<file path="config.mk">
export PLATFORM = sky130hd
export DESIGN_NAME = alu_arbiter
export DESIGN_NICKNAME = d
export VERILOG_FILES = /design/src/rtl/alu_arb_pkg.sv /design/src/rtl/rr_pick_2.sv /design/src/rtl/alu_arbiter.sv
export SDC_FILE = /design/constraint.sdc
export NUM_CORES = 1
export LEC_CHECK = 0
export ABC_AREA = 1
export BUFFER_PORTS_ARGS = -buffer_cell sky130_fd_sc_hd__buf_2
export CORE_MARGIN = 2
export CORE_UTILIZATION = 48
export DETAILED_ROUTE_END_ITERATION = 12
export MAX_ROUTING_LAYER = met4
export PLACE_DENSITY_LB_ADDON = 0.3
export SLEW_MARGIN = 20
export SYNTH_ARGS = -nofsm -noshare
export SYNTH_HDL_FRONTEND = slang
export SYNTH_HIERARCHICAL = 1
export SYNTH_SLANG_ARGS = --single-unit
export TNS_END_PERCENT = 10
</file>
<file path="constraint.sdc">
create_clock -name clk -period 3.2 [get_ports clk]
set_clock_uncertainty 0.1 [all_clocks]
set_input_delay 0.16 -clock clk [delete_from_list [all_inputs] [get_ports clk]]
set_output_delay 0.16 -clock clk [all_outputs]
set_load 0.01 [all_outputs]
</file>
<file path="src/rtl/alu_arb_pkg.sv">
// Shared widths, requester count and FSM encoding for the two-port ALU arbiter.
package alu_arb_pkg;

  localparam int unsigned W    = 16;
  localparam int unsigned OPW  = 4;
  localparam int unsigned NREQ = 2;

  // Opcode of the external ALU used for additions.
  localparam logic [OPW-1:0] OP_ADD = OPW'(0);

  typedef enum logic [1:0] {
    ST_IDLE = 2'd0,
    ST_EXEC = 2'd1,
    ST_RESP = 2'd2
  } state_t;

endpackage

</file>
<file path="src/rtl/rr_pick_2.sv">
// Two-way round-robin picker: a lone request always wins; on a tie the
// requester that was not served last wins.
module rr_pick_2 (
  input  logic [1:0] req,
  input  logic       last,
  output logic [1:0] gnt
);

  // Tie-break on the last-served index, otherwise pass the request through.
  always_comb begin
    gnt = req;
    if (&req) begin
      gnt = last ? 2'b01 : 2'b10;
    end
  end

endmodule

</file>
<file path="src/rtl/alu_arbiter.sv">
// Arbitrates two requesters onto one external combinational ALU. One
// operation is in flight at a time: IDLE accepts, EXEC samples the ALU,
// RESP holds the result until the owner takes it.
module alu_arbiter #(
  parameter int unsigned W   = 16,
  parameter int unsigned OPW = 4
) (
  input  logic           clk,
  input  logic           rst_n,
  input  logic [1:0]     req_vld,
  output logic [1:0]     req_rdy,
  input  logic [OPW-1:0] req_op0,
  input  logic [OPW-1:0] req_op1,
  input  logic [W-1:0]   req_a0,
  input  logic [W-1:0]   req_a1,
  input  logic [W-1:0]   req_b0,
  input  logic [W-1:0]   req_b1,
  input  logic           req_neg1_0,
  input  logic           req_neg1_1,
  input  logic           req_neg2_0,
  input  logic           req_neg2_1,
  output logic [1:0]     rsp_vld,
  input  logic [1:0]     rsp_rdy,
  output logic [W-1:0]   rsp_data,
  output logic           rsp_cout,
  output logic           rsp_zero,
  output logic           rsp_gzero,
  output logic [W-1:0]   alu_in1,
  output logic [W-1:0]   alu_in2,
  output logic [OPW-1:0] alu_op,
  output logic           alu_neg1,
  output logic           alu_neg2,
  input  logic [W-1:0]   alu_out,
  input  logic           alu_cout,
  input  logic           alu_zero,
  input  logic           alu_gzero
);

  import alu_arb_pkg::*;

  state_t         state_q;
  state_t         state_d;
  logic [1:0]     gnt;
  logic           accept_c;
  logic           owner_q;
  logic           last_q;
  logic [OPW-1:0] op_q;
  logic [W-1:0]   a_q;
  logic [W-1:0]   b_q;
  logic           neg1_q;
  logic           neg2_q;

  rr_pick_2 u_pick (
    .req  (req_vld),
    .last (last_q),
    .gnt  (gnt)
  );

  // FSM state register.
  always_ff @(posedge clk) begin
    if (!rst_n) begin
      state_q <= ST_IDLE;
    end else begin
      state_q <= state_d;
    end
  end

  // Next state and handshake outputs; ready/valid are decoded from state so
  // the requester sees them in the same cycle the state is entered.
  always_comb begin
    state_d  = state_q;
    req_rdy  = 2'b00;
    rsp_vld  = 2'b00;
    accept_c = 1'b0;
    case (state_q)
      ST_IDLE: begin
        req_rdy = rst_n ? gnt : 2'b00;
        if (|gnt) begin
          accept_c = 1'b1;
          state_d  = ST_EXEC;
        end
      end
      ST_EXEC: begin
        state_d = ST_RESP;
      end
      ST_RESP: begin
        rsp_vld[owner_q] = 1'b1;
        if (rsp_rdy[owner_q]) begin
          state_d = ST_IDLE;
        end
      end
      default: begin
        state_d = ST_IDLE;
      end
    endcase
  end

  // Request latch and round-robin pointer; last starts at 1 so requester 0
  // is preferred after reset.
  always_ff @(posedge clk) begin
    if (!rst_n) begin
      owner_q <= 1'b0;
      last_q  <= 1'b1;
      op_q    <= '0;
      a_q     <= '0;
      b_q     <= '0;
      neg1_q  <= 1'b0;
      neg2_q  <= 1'b0;
    end else if (accept_c) begin
      owner_q <= gnt[1];
      last_q  <= gnt[1];
      op_q    <= gnt[1] ? req_op1    : req_op0;
      a_q     <= gnt[1] ? req_a1     : req_a0;
      b_q     <= gnt[1] ? req_b1     : req_b0;
      neg1_q  <= gnt[1] ? req_neg1_1 : req_neg1_0;
      neg2_q  <= gnt[1] ? req_neg2_1 : req_neg2_0;
    end
  end

  // Result capture at the end of EXEC; held through RESP.
  always_ff @(posedge clk) begin
    if (!rst_n) begin
      rsp_data  <= '0;
      rsp_cout  <= 1'b0;
      rsp_zero  <= 1'b0;
      rsp_gzero <= 1'b0;
    end else if (state_q == ST_EXEC) begin
      rsp_data  <= alu_out;
      rsp_cout  <= alu_cout;
      rsp_zero  <= alu_zero;
      rsp_gzero <= alu_gzero;
    end
  end

  // ALU inputs come straight from the latch so they never follow requester inputs.
  assign alu_in1  = a_q;
  assign alu_in2  = b_q;
  assign alu_op   = op_q;
  assign alu_neg1 = neg1_q;
  assign alu_neg2 = neg2_q;

endmodule

</file>
======== After elaboration in Yosys (flattened, before gate mapping) ========
Cells that the tools add are included.
operators by class
  $lt $le $gt $ge ......................... 2
  eq/ne operators ......................... 4
  mux-type cells .......................... 19
  reductions and logical operators ........ 5
operator list
  cell                                                                           count
  16-bit 2-to-1 mux                                                              2
  2-bit 2-to-1 mux                                                               7
  1-bit 2-to-1 mux                                                               7
  2-bit case mux with 3 select lines                                             1
  4-bit 2-to-1 mux                                                               1
  2-bit != test (second input constant)                                          2
  2-bit AND reduction                                                            2
  2-bit by 1-bit equality test with 1-bit output (second input constant)         1
  2-bit equality test (second input constant)                                    1
  2-bit logical NOT                                                              1
  1-bit by 2-bit less-than comparator with 1-bit output (second input constant)  1
  2-bit OR reduction                                                             1
  1-bit demux with 1-bit select                                                  1
  1-bit greater-or-equal comparator (second input constant)                      1
  1-bit logical AND                                                              1
storage, ports and cells
  bits in registers ....................... 61
  input port bits ......................... 101
  output and inout bits ................... 61
  logic and storage cells ................. 42

======== Logic depth before layout (Yosys ltp) ========
Gate-level depths: netlist of run 1.
  depth after elaboration ................. 5
  depth in mapped cells ................... 10
  gate-level depth less buffers ........... 9

======== Modules after synthesis ========
Netlist of run 1, hierarchy kept.
by module, submodules not included
  module       times used  cells each  area an instance (um2)  sequential area each (um2)
  alu_arbiter  1           475         2839.0                  1221.2
  rr_pick_2    1           5           21.3                    0.0

======== Worst setup path after synthesis of run 1 ========
No wires, ideal clock.
  kind .................................... reg-to-reg
  from .................................... reg last_q
  to ...................................... reg last_q
  data arrival time ....................... 1.165 ns
  setup slack ............................. 1.802 ns
  cell stages (with the launch flop) ...... 9
  clock period less this slack ............ 1.398 ns
  cells stage by stage .................... dfxtp_1 > a21oi_1 > inv_2 > nand2_1 > nand2_2 > buf_4 > buf_4 > nand2_1 > nand3_1
between the ends
  longest elaborated chain between the ends .. 5
RTL lines
  element                 RTL line            text
  from (decl)             alu_arbiter.sv:46   logic last_q;
  from (signal assigned)  alu_arbiter.sv:111  last_q <= gnt[1];
  2-bit 2-to-1 mux (*)    rr_pick_2.sv:13     gnt = last ? 2'b01 : 2'b10;
  2-bit 2-to-1 mux (*)    rr_pick_2.sv:12     if (&req) begin
  named net gnt[1]        alu_arbiter.sv:43   logic [1:0] gnt;
  2-bit OR reduction      alu_arbiter.sv:78   if (|gnt) begin
  1-bit 2-to-1 mux        alu_arbiter.sv:78
  1-bit 2-to-1 mux        alu_arbiter.sv:75   case (state_q)
Mark *: on every way through the listed nets, which the timed path passes. The rest lies on a longest branch.
A chain may end at the register's enable or synchronous reset.

======== Worst setup path after layout of run 1 ========
  from .................................... reg last_q
  to ...................................... out req_rdy[1]
between the ends
  longest elaborated chain between the ends .. 4
RTL lines
  element           RTL line           text
  2-bit 2-to-1 mux  rr_pick_2.sv:13
  2-bit 2-to-1 mux  rr_pick_2.sv:12
  named net gnt[1]  alu_arbiter.sv:43
  2-bit 2-to-1 mux  alu_arbiter.sv:77  req_rdy = rst_n ? gnt : 2'b00;
  2-bit 2-to-1 mux  alu_arbiter.sv:75
  to (decl)         alu_arbiter.sv:11  output logic [1:0] req_rdy,
The timed path passes the listed nets, and every way through them passes these cells.

==> impl_metrics.ini, run 1 <==
[place]
gp_congestion = 0.7907
place_hpwl_um = 4974
numPortBuffers = 161
dp_slack_ns = 1.413

[final_layout]
layout.nets = 747
diodes = 0
drive_above_1_share = 0.2873
syn_to_final_growth_pct = 43.04
fillers = 510

[global_route]
grt_pass1_vias = 2757
grt_pass1_wl_um = 11430
grt_antenna_before_repair = 0
grt_start_max_net_pins = 47
grt-ovfl-total = 0
grtUsageTotal = 0.2274

[power]
p_total_mw = 2.337
power.leakage_nw = 2.419
power_density_nw_per_um2 = 571.2
vdd.ir_drop.worst_mv = 0.2834

[setup_path]
crit_type = flip-flop to output port
cp_slowest_cell = buf_4
cp_top_family = buffers and inverters
cp.arrival_ns = 1.61
required_ns = 2.94
cp_num_buf_inv = 2
crit_path_end_kind = output port
critical_path.cell_chain = a21oi_4 > buf_4 > nand2_1 > nor2_1 > buf_2
cpPeakStageDelay_ns = 0.37
critPathMaxFanout = 39
startpoint_type = flip-flop

[sta]
worst_pin_slew_ns = 0.7393
max_freq_mhz = 536.1
final-max-slew-violation-count = 0
post-route-period-util = 0.5829
finalCriticalPeriod_ns = 1.865
grt_setup_unrepaired = no
maxSlewHeadroom = 0.5071
worst_slack_ns = 1.335
hold_violations = 0
holdWs_ns = 0.02221
setup_viol = 0
setup-tns-final_ns = 0

[clock_tree]
clk_path_buf_depth = 2
clkTransAtPathRegs_ns = 0.06
cts-root-buf = clkbuf_8
clock_latency_ns = 0.32
cts_resized = 0
ctsHtreeMaxLevel = 3
cts_tree = yes
cts.sinks = 61
cts_buffers = 9

[yosys]
synth_async_sr_flop_share = 0
ys_ff_latch = 61
syn-num-nets = 581
yosysMostFrequentCell = nand2_1
avgSynthCellArea_um2 = 5.959
yosysWarnings = 6
yosys.area.top_type_share = 0.4269
ys_top_cells_by_count = nand2_1, nor2_1, dfxtp_1
synth_top_area_cell = dfxtp_1
synth_ff_type = dfxtp_1
synth_edf_count = 0
ys_top_cells_by_area = dfxtp_1, nand2_1, nor2_1
yosysUniqueCellTypes = 14
synthCells = 480
yosysSeqAreaShare = 0.4269
syn_area_um2 = 2860

[hold_path]
hold_class = input pin to flip-flop

[floorplanning]
start_util = 0.4889
dieWidth_um = 81.20
die_y_um = 81.20
dieArea_um2 = 6593
boundaryPins = 162
core-area_um2 = 5851
num_rows = 28

[status]
outcome = finished, final reports clean

[drt]
routed_wl_um = 7195
num_vias = 3200
first_pass_iters = 4
wl_per_cell_um = 9.910
drc = 0
drt_iter0_drc = 69
ant_nets = 0
viasPerCell = 4.408

[flow_run]
drv_cap = 0
-- flip-flops by register name (all words and copies together), names as in the netlist, 2 cells and up --
register	cells
alu_op	4
rsp_data	16
alu_in1	16
alu_in2	16
state_q	2
-- final timing paths --
path | slack, ns | to | cells after the start | start
max | 1.33 | req_rdy[1] | 5 | last_q
min | 0.02 | rsp_zero | 3 | alu_zero
max reg2reg | 1.40 | alu_in1[10] | 8 | last_q
min reg2reg | 0.38 | rsp_data[4] | 2 | rsp_data[4]
-- cells by family (layout without fill, tap and decap cells) --
kind of cell    after synthesis  count (layout)  share of synthesized area
flops                        61              61                     0.4269
buf+inv                      72             243                     0.1045
compound gates               22              22                    0.03850
simple gates                325             325                     0.4300
-- cell usage in the layout (no fill, tap or decap), types with 2 or more instances in the layout --
| cell type | instances |
|---|---|
| buf_4 | 3 |
| inv_1 | 43 |
| o21ai_0 | 20 |
| inv_2 | 3 |
| buf_2 | 161 |
| nand2_1 | 199 |
| nor2_1 | 120 |
| clkbuf_8 | 13 |
| nand3_1 | 4 |
| bufinv_16 | 2 |
| dfxtp_1 | 61 |
| dlygate4sd3_1 | 16 |
-- report_power, final --
part           switching [mW]  leakage (nW)  total, mW  internal, mW
registers              0.0531         0.505      0.919         0.866
clock network           0.285         0.126      0.808         0.523
logic                   0.358          1.79      0.610         0.251
total                   0.696          2.42       2.34          1.64
-- per-stage QoR --
| stage | util | std cells | cell area (um2) |
|---|---|---|---|
| 6_report | 0.6993 | 726 | 4091 |
| 5_1_grt | 0.6993 | 726 | 4091 |
| 3_3_place_gp | 0.6302 | 694 | 3687 |
| 3_5_place_dp | 0.6302 | 694 | 3687 |
| 4_1_cts | 0.6993 | 726 | 4091 |
| 2_1_floorplan | - | 480 | 2860 |
-- layer usage --
metal | vias to the layer above | track usage | share of wire
met3 | 5 | 0.04333 | 0.058
met5 | - | - | 0
met4 | 0 | 0.07797 | 0.0064
met1 | 1373 | 0.2364 | 0.44
met2 | 87 | 0.4264 | 0.50
li1 | 1735 | - | -
-- worst register-to-register path: cells and delay by family (launching register included) --
kind                   cells  cell delay, ns
AND/OR/NAND/NOR            6            0.80
flip-flops                 1            0.40
buffers and inverters      2            0.40
-- cell type report --
cell class | instances | area (um2) | area share
multi-input cells | 347 | 1351 | 0.3303
inverters | 46 | 172.7 | 0.04220
clock inverters | 3 | 65.06 | 0.01590
well taps | 75 | 93.84 | 0.02294
clock buffers | 13 | 178.9 | 0.04373
flip-flops and latches | 61 | 1221 | 0.2985
repair buffers | 181 | 1008 | 0.2465
-- repair_timing --
| item | 4_1_cts | 5_1_grt |
|---|---|---|
| hold buffers | 16 | 0 |
| endpoints found under the hold margin | 16 | 0 |
| setup buffers | 0 | 0 |
Power figures use the tool's default switching activity.
==> run 2: changes to the inputs <==
--- a/config.mk
+++ b/config.mk
@@ -8,7 +8,7 @@
 export ABC_AREA = 1
 export BUFFER_PORTS_ARGS = -buffer_cell sky130_fd_sc_hd__buf_2
 export CORE_MARGIN = 2
-export CORE_UTILIZATION = 48
+export CORE_UTILIZATION = 44
 export DETAILED_ROUTE_END_ITERATION = 12
 export MAX_ROUTING_LAYER = met4
 export PLACE_DENSITY_LB_ADDON = 0.3
==> constraint.sdc (replaced) <==
create_clock -name clk -period 1.9 [get_ports clk]
set_clock_uncertainty 0.1 [all_clocks]
set_input_delay 0.095 -clock clk [delete_from_list [all_inputs] [get_ports clk]]
set_output_delay 0.095 -clock clk [all_outputs]
set_load 0.01 [all_outputs]
==> impl_metrics.ini, run 2 (same netlist as run 1, synthesis figures left out) <==
[sta]
max_freq_mhz = 593.6
setup_viol = 0
final-max-slew-violation-count = 0
setup-tns-final_ns = 0
maxSlewHeadroom = 0.7543
post-route-period-util = 0.8866
grt_setup_unrepaired = no
worst_pin_slew_ns = 0.3685
hold_violations = 0
finalCriticalPeriod_ns = 1.685

[drt]
routed_wl_um = 8941
drt_iter0_drc = 132
ant_nets = 0
wl_per_cell_um = 11.46
first_pass_iters = 4
num_vias = 3568
drc = 0
viasPerCell = 4.574

[final_layout]
drive_above_1_share = 0.2707
most-common-layout-cells = nand2_1, buf_2, nor2_1
fin_cells = 780
fillers = 544
fin_area_um2 = 4548
fin_util = 0.7204
syn_to_final_growth_pct = 59.01
layout.nets = 798
layout_commonest_cell = nand2_1

[status]
outcome = finished, final reports clean

[floorplanning]
dieWidth_um = 84.63
dieArea_um2 = 7161
start_util = 0.4530
boundaryPins = 162
core-area_um2 = 6314
num_rows = 29
die_y_um = 84.63

[global_route]
grtUsageTotal = 0.2589
grt_pass1_vias = 3430
grt-ovfl-total = 0
grt_antenna_before_repair = 1
grt_pass1_wl_um = 14550
grt_start_max_net_pins = 57

[setup_path]
rr_startpoint = last_q
r2r_slack_ns = 0.39
r2r-end = alu_op[2]
critPathMaxFanout = 39
crit_type = flip-flop to output port
r2r_cells = 8
crit_path_end_kind = output port
required_ns = 1.70
startpoint_type = flip-flop
cp.arrival_ns = 1.49

[power]
vdd.ir_drop.worst_mv = 0.5632
p_total_mw = 3.781
power_density_nw_per_um2 = 831.4
power.leakage_nw = 2.599

[hold_path]
holdPathEnd = alu_in1[6]
hp-start = req_a0[6]
hold_class = input pin to flip-flop
holdPathStages = 5

[place]
gp_congestion = 0.8144
place_area_um2 = 3720
numPortBuffers = 161
place_hpwl_um = 5308
dpl.cell_count = 700

[clock_tree]
clock_latency_ns = 0.32
cts_tree = yes
cts_buffers = 9
cts.sinks = 61
ctsHtreeMaxLevel = 3
cts-root-buf = clkbuf_8
clk_path_buf_depth = 2
clkTransAtPathRegs_ns = 0.07

[flow_run]
drv_cap = 0
run 2: worst max-delay path, cell delays in order, from the launching register on:
cell and delay (ns):
dfxtp_1 0.35, a21oi_4 0.18, buf_6 0.29, nand2_1 0.12
nor2_1 0.09, buf_2 0.14
run 2: layout make-up:
type	count	area [um2]	share of cell area
Tap cell	77	96.34	0.02118
Sequential cell	61	1221	0.2685
Inverter	46	172.7	0.03796
Clock buffer	10	127.6	0.02806
Clock inverter	6	63.81	0.01403
Multi-Input combinational cell	347	1351	0.2971
Antenna cell	1	2.502	0.0005502
Timing Repair Buffer	232	1513	0.3326
run 2: power by group:
part,total [mW],switching [mW],internal [mW],leakage (nW)
Sequential,1.55,0.0883,1.46,0.505
Combinational,1.13,0.635,0.497,2.00
Clock,1.10,0.499,0.603,0.0923
Total,3.78,1.22,2.56,2.60
run 2: worst max-delay path by stage:
stage                     slack, ns  cells past startpoint   start     endpoint
after floorplan                0.50                      8  last_q       last_q
after global placement         0.46                      8  last_q   alu_in2[3]
after detailed placement       0.41                      8  last_q  alu_in1[12]
after CTS                      0.07                      5  last_q   req_rdy[1]
after global routing           0.09                      5  last_q   req_rdy[1]
final                          0.22                      5  last_q   req_rdy[1]
run 2: metrics by stage:
step                      hold WS [ns]  setup WS (ns)
after detailed placement        0.2510         0.4104
after CTS                    0.0005977        0.07178
after global placement          0.2424         0.4649
after floorplan                 0.1617         0.5019
final                         0.008364         0.2155
after global routing           0.02139        0.08719
run 2: per-layer routing:
layer  GRT usage  up-vias  share of wire  wire length [um]
met5           -        -              0                 0
met4      0.1472        0          0.050               448
met3     0.05506       44          0.054               487
met2      0.4610      135           0.51              4553
met1      0.2605     1547           0.39              3452
li1            -     1842              -                 -
run 2: timing repair:
action / in CTS / in global routing
setup endpoints to repair: 0 / 1
hold buffers: 63 / 0
buffers inserted: 0 / 0
endpoints found under the hold margin: 45 / 0
resized for setup: 0 / 1
==> run 3: changes to the inputs <==
--- a/config.mk
+++ b/config.mk
@@ -7,7 +7,6 @@
 export LEC_CHECK = 0
 export ABC_AREA = 1
 export BUFFER_PORTS_ARGS = -buffer_cell sky130_fd_sc_hd__buf_2
-export CORE_MARGIN = 2
 export CORE_UTILIZATION = 44
 export DETAILED_ROUTE_END_ITERATION = 12
 export MAX_ROUTING_LAYER = met4
==> impl_metrics.ini, run 3 (same netlist as run 1, synthesis figures left out) <==
[status]
outcome = finished, final reports clean

[flow_run]
drv_cap = 0

[setup_path]
critPathMaxFanout = 39
cpPeakStageDelay_ns = 0.54
crit_path_end_kind = flip-flop
startpoint_type = flip-flop
cp_top_family = buffers and inverters
cp_slowest_cell = dlygate4sd3_1
cp_num_buf_inv = 2
required_ns = 2.08
crit_type = flip-flop to flip-flop
cp.arrival_ns = 1.90
critical_path.cell_chain = a21oi_4 > buf_12 > nand2_1 > nand2_1 > dlygate4sd3_1 > nor2_1 > nor2_1

[sta]
hold_violations = 0
max_freq_mhz = 578.2
setup-tns-final_ns = 0
worst_pin_slew_ns = 0.5690
maxSlewHeadroom = 0.6207
finalCriticalPeriod_ns = 1.730
grt_setup_unrepaired = no
final-max-slew-violation-count = 0
post-route-period-util = 0.9103
setup_viol = 0

[power]
power_frac_comb = 0.311
intPower_mw = 2.490
switching_power_mw = 1.190
power_density_nw_per_um2 = 809.1
p_clk_frac = 0.268
power_frac_seq = 0.421
power.leakage_nw = 2.607
p_sw_frac = 0.3233
vdd.ir_drop.worst_mv = 0.5134

[drt]
drt_iter0_drc = 118
viasPerCell = 4.463
wl_per_cell_um = 11.29
first_pass_iters = 4
num_vias = 3477
drc = 0
routed_wl_um = 8796
ant_nets = 0

[final_layout]
multi_input_area_um2 = 1351
diodes = 0
fin_cells = 779
fillers = 549
layout_commonest_cell = nand2_1
most-common-layout-cells = nand2_1, buf_2, nor2_1
fin_util = 0.7204
drive_above_1_share = 0.2678
layout.nets = 800
seq_area_um2 = 1221
syn_to_final_growth_pct = 59.01

[global_route]
grt_start_max_net_pins = 44
grt_pass1_vias = 3104
grt_antenna_before_repair = 0
grtUsageTotal = 0.2633
grt_pass1_wl_um = 13170
met1_usage = 0.2685
grt-ovfl-total = 0
grt_busiest_layer = met2
met3_usage = 0.05604
use_met2 = 0.4909

[floorplanning]
dieArea_um2 = 6827
boundaryPins = 162
dieWidth_um = 82.63
die_y_um = 82.63
num_rows = 29
start_util = 0.4530
core-area_um2 = 6314

[clock_tree]
cts_tree = yes
cts.sinks = 61
cts-root-buf = clkbuf_8
clk_path_buf_depth = 2
cts_buffers = 9
ctsHtreeMaxLevel = 3
post_cts.repair.setup_buffers = 0
clkTransAtPathRegs_ns = 0.07
clock_latency_ns = 0.33

[place]
place_hpwl_um = 5133
numPortBuffers = 161
gp_congestion = 0.7887
dpl.cell_count = 700

[hold_path]
hold_class = input pin to flip-flop
==> run 3: stage by stage <==
stage,cell area (um2),worst slack (ns),hold WS [ns],total power [mW]
2_1_floorplan,2860,0.5019,0.1617,2.211
3_3_place_gp,3720,0.3426,0.2442,2.558
3_5_place_dp,3720,0.2482,0.2560,2.592
4_1_cts,4536,0.03001,0.00006070,3.680
5_1_grt,4548,0.04319,0.01588,3.934
6_report,4548,0.1705,0.002520,3.680
==> run 3: final cells by class <==
class,instances,area share
clock buffers,12,0.03411
clock inverters,2,0.002201
inverters,46,0.03796
multi-input cells,347,0.2971
flip-flops and latches,61,0.2685
well taps,77,0.02118
repair buffers,234,0.3389
==> run 3: worst reg2reg max path, stage by stage (launching register included) <==
cell	delay [ns]
dfxtp_1	0.35
a21oi_4	0.20
buf_12	0.22
nand2_1	0.07
nand2_1	0.06
dlygate4sd3_1	0.54
nor2_1	0.04
nor2_1	0.09
==> run 3: per-layer routing <==
layer  vias up  wire length (um)
li1       1840                 -
met1      1516              3573
met2       105              4626
met3        16               433
met4         0               162
met5         -                 0
==> run 3: power groups by stage <==
stage                     clock network, mW  registers (mW)  logic [mW]
final                                 0.986            1.55        1.14
after global routing                   1.06            1.57        1.30
after CTS                              1.01            1.55        1.13
after detailed placement                  0            1.57        1.02
after global placement                    0            1.57       0.991
after floorplan                           0            1.65       0.558
==> run 3: what timing repair did <==
| action | CTS | global route |
|---|---|---|
| endpoints found under the setup margin | 0 | 2 |
| hold buffers | 65 | 0 |
| gates resized for setup | 0 | 3 |
| endpoints found under the hold margin | 48 | 0 |
==> run 3: path summary, 6_finish.rpt <==
kind                     start            to  slack (ns)  depth (start not counted)
setup / recovery        last_q    alu_in2[5]        0.17                          7
hold / removal      req_b1[11]   alu_in2[11]       0.003                          5
setup reg to reg        last_q    alu_in2[5]        0.17                          7
hold reg to reg   rsp_data[15]  rsp_data[15]        0.38                          2
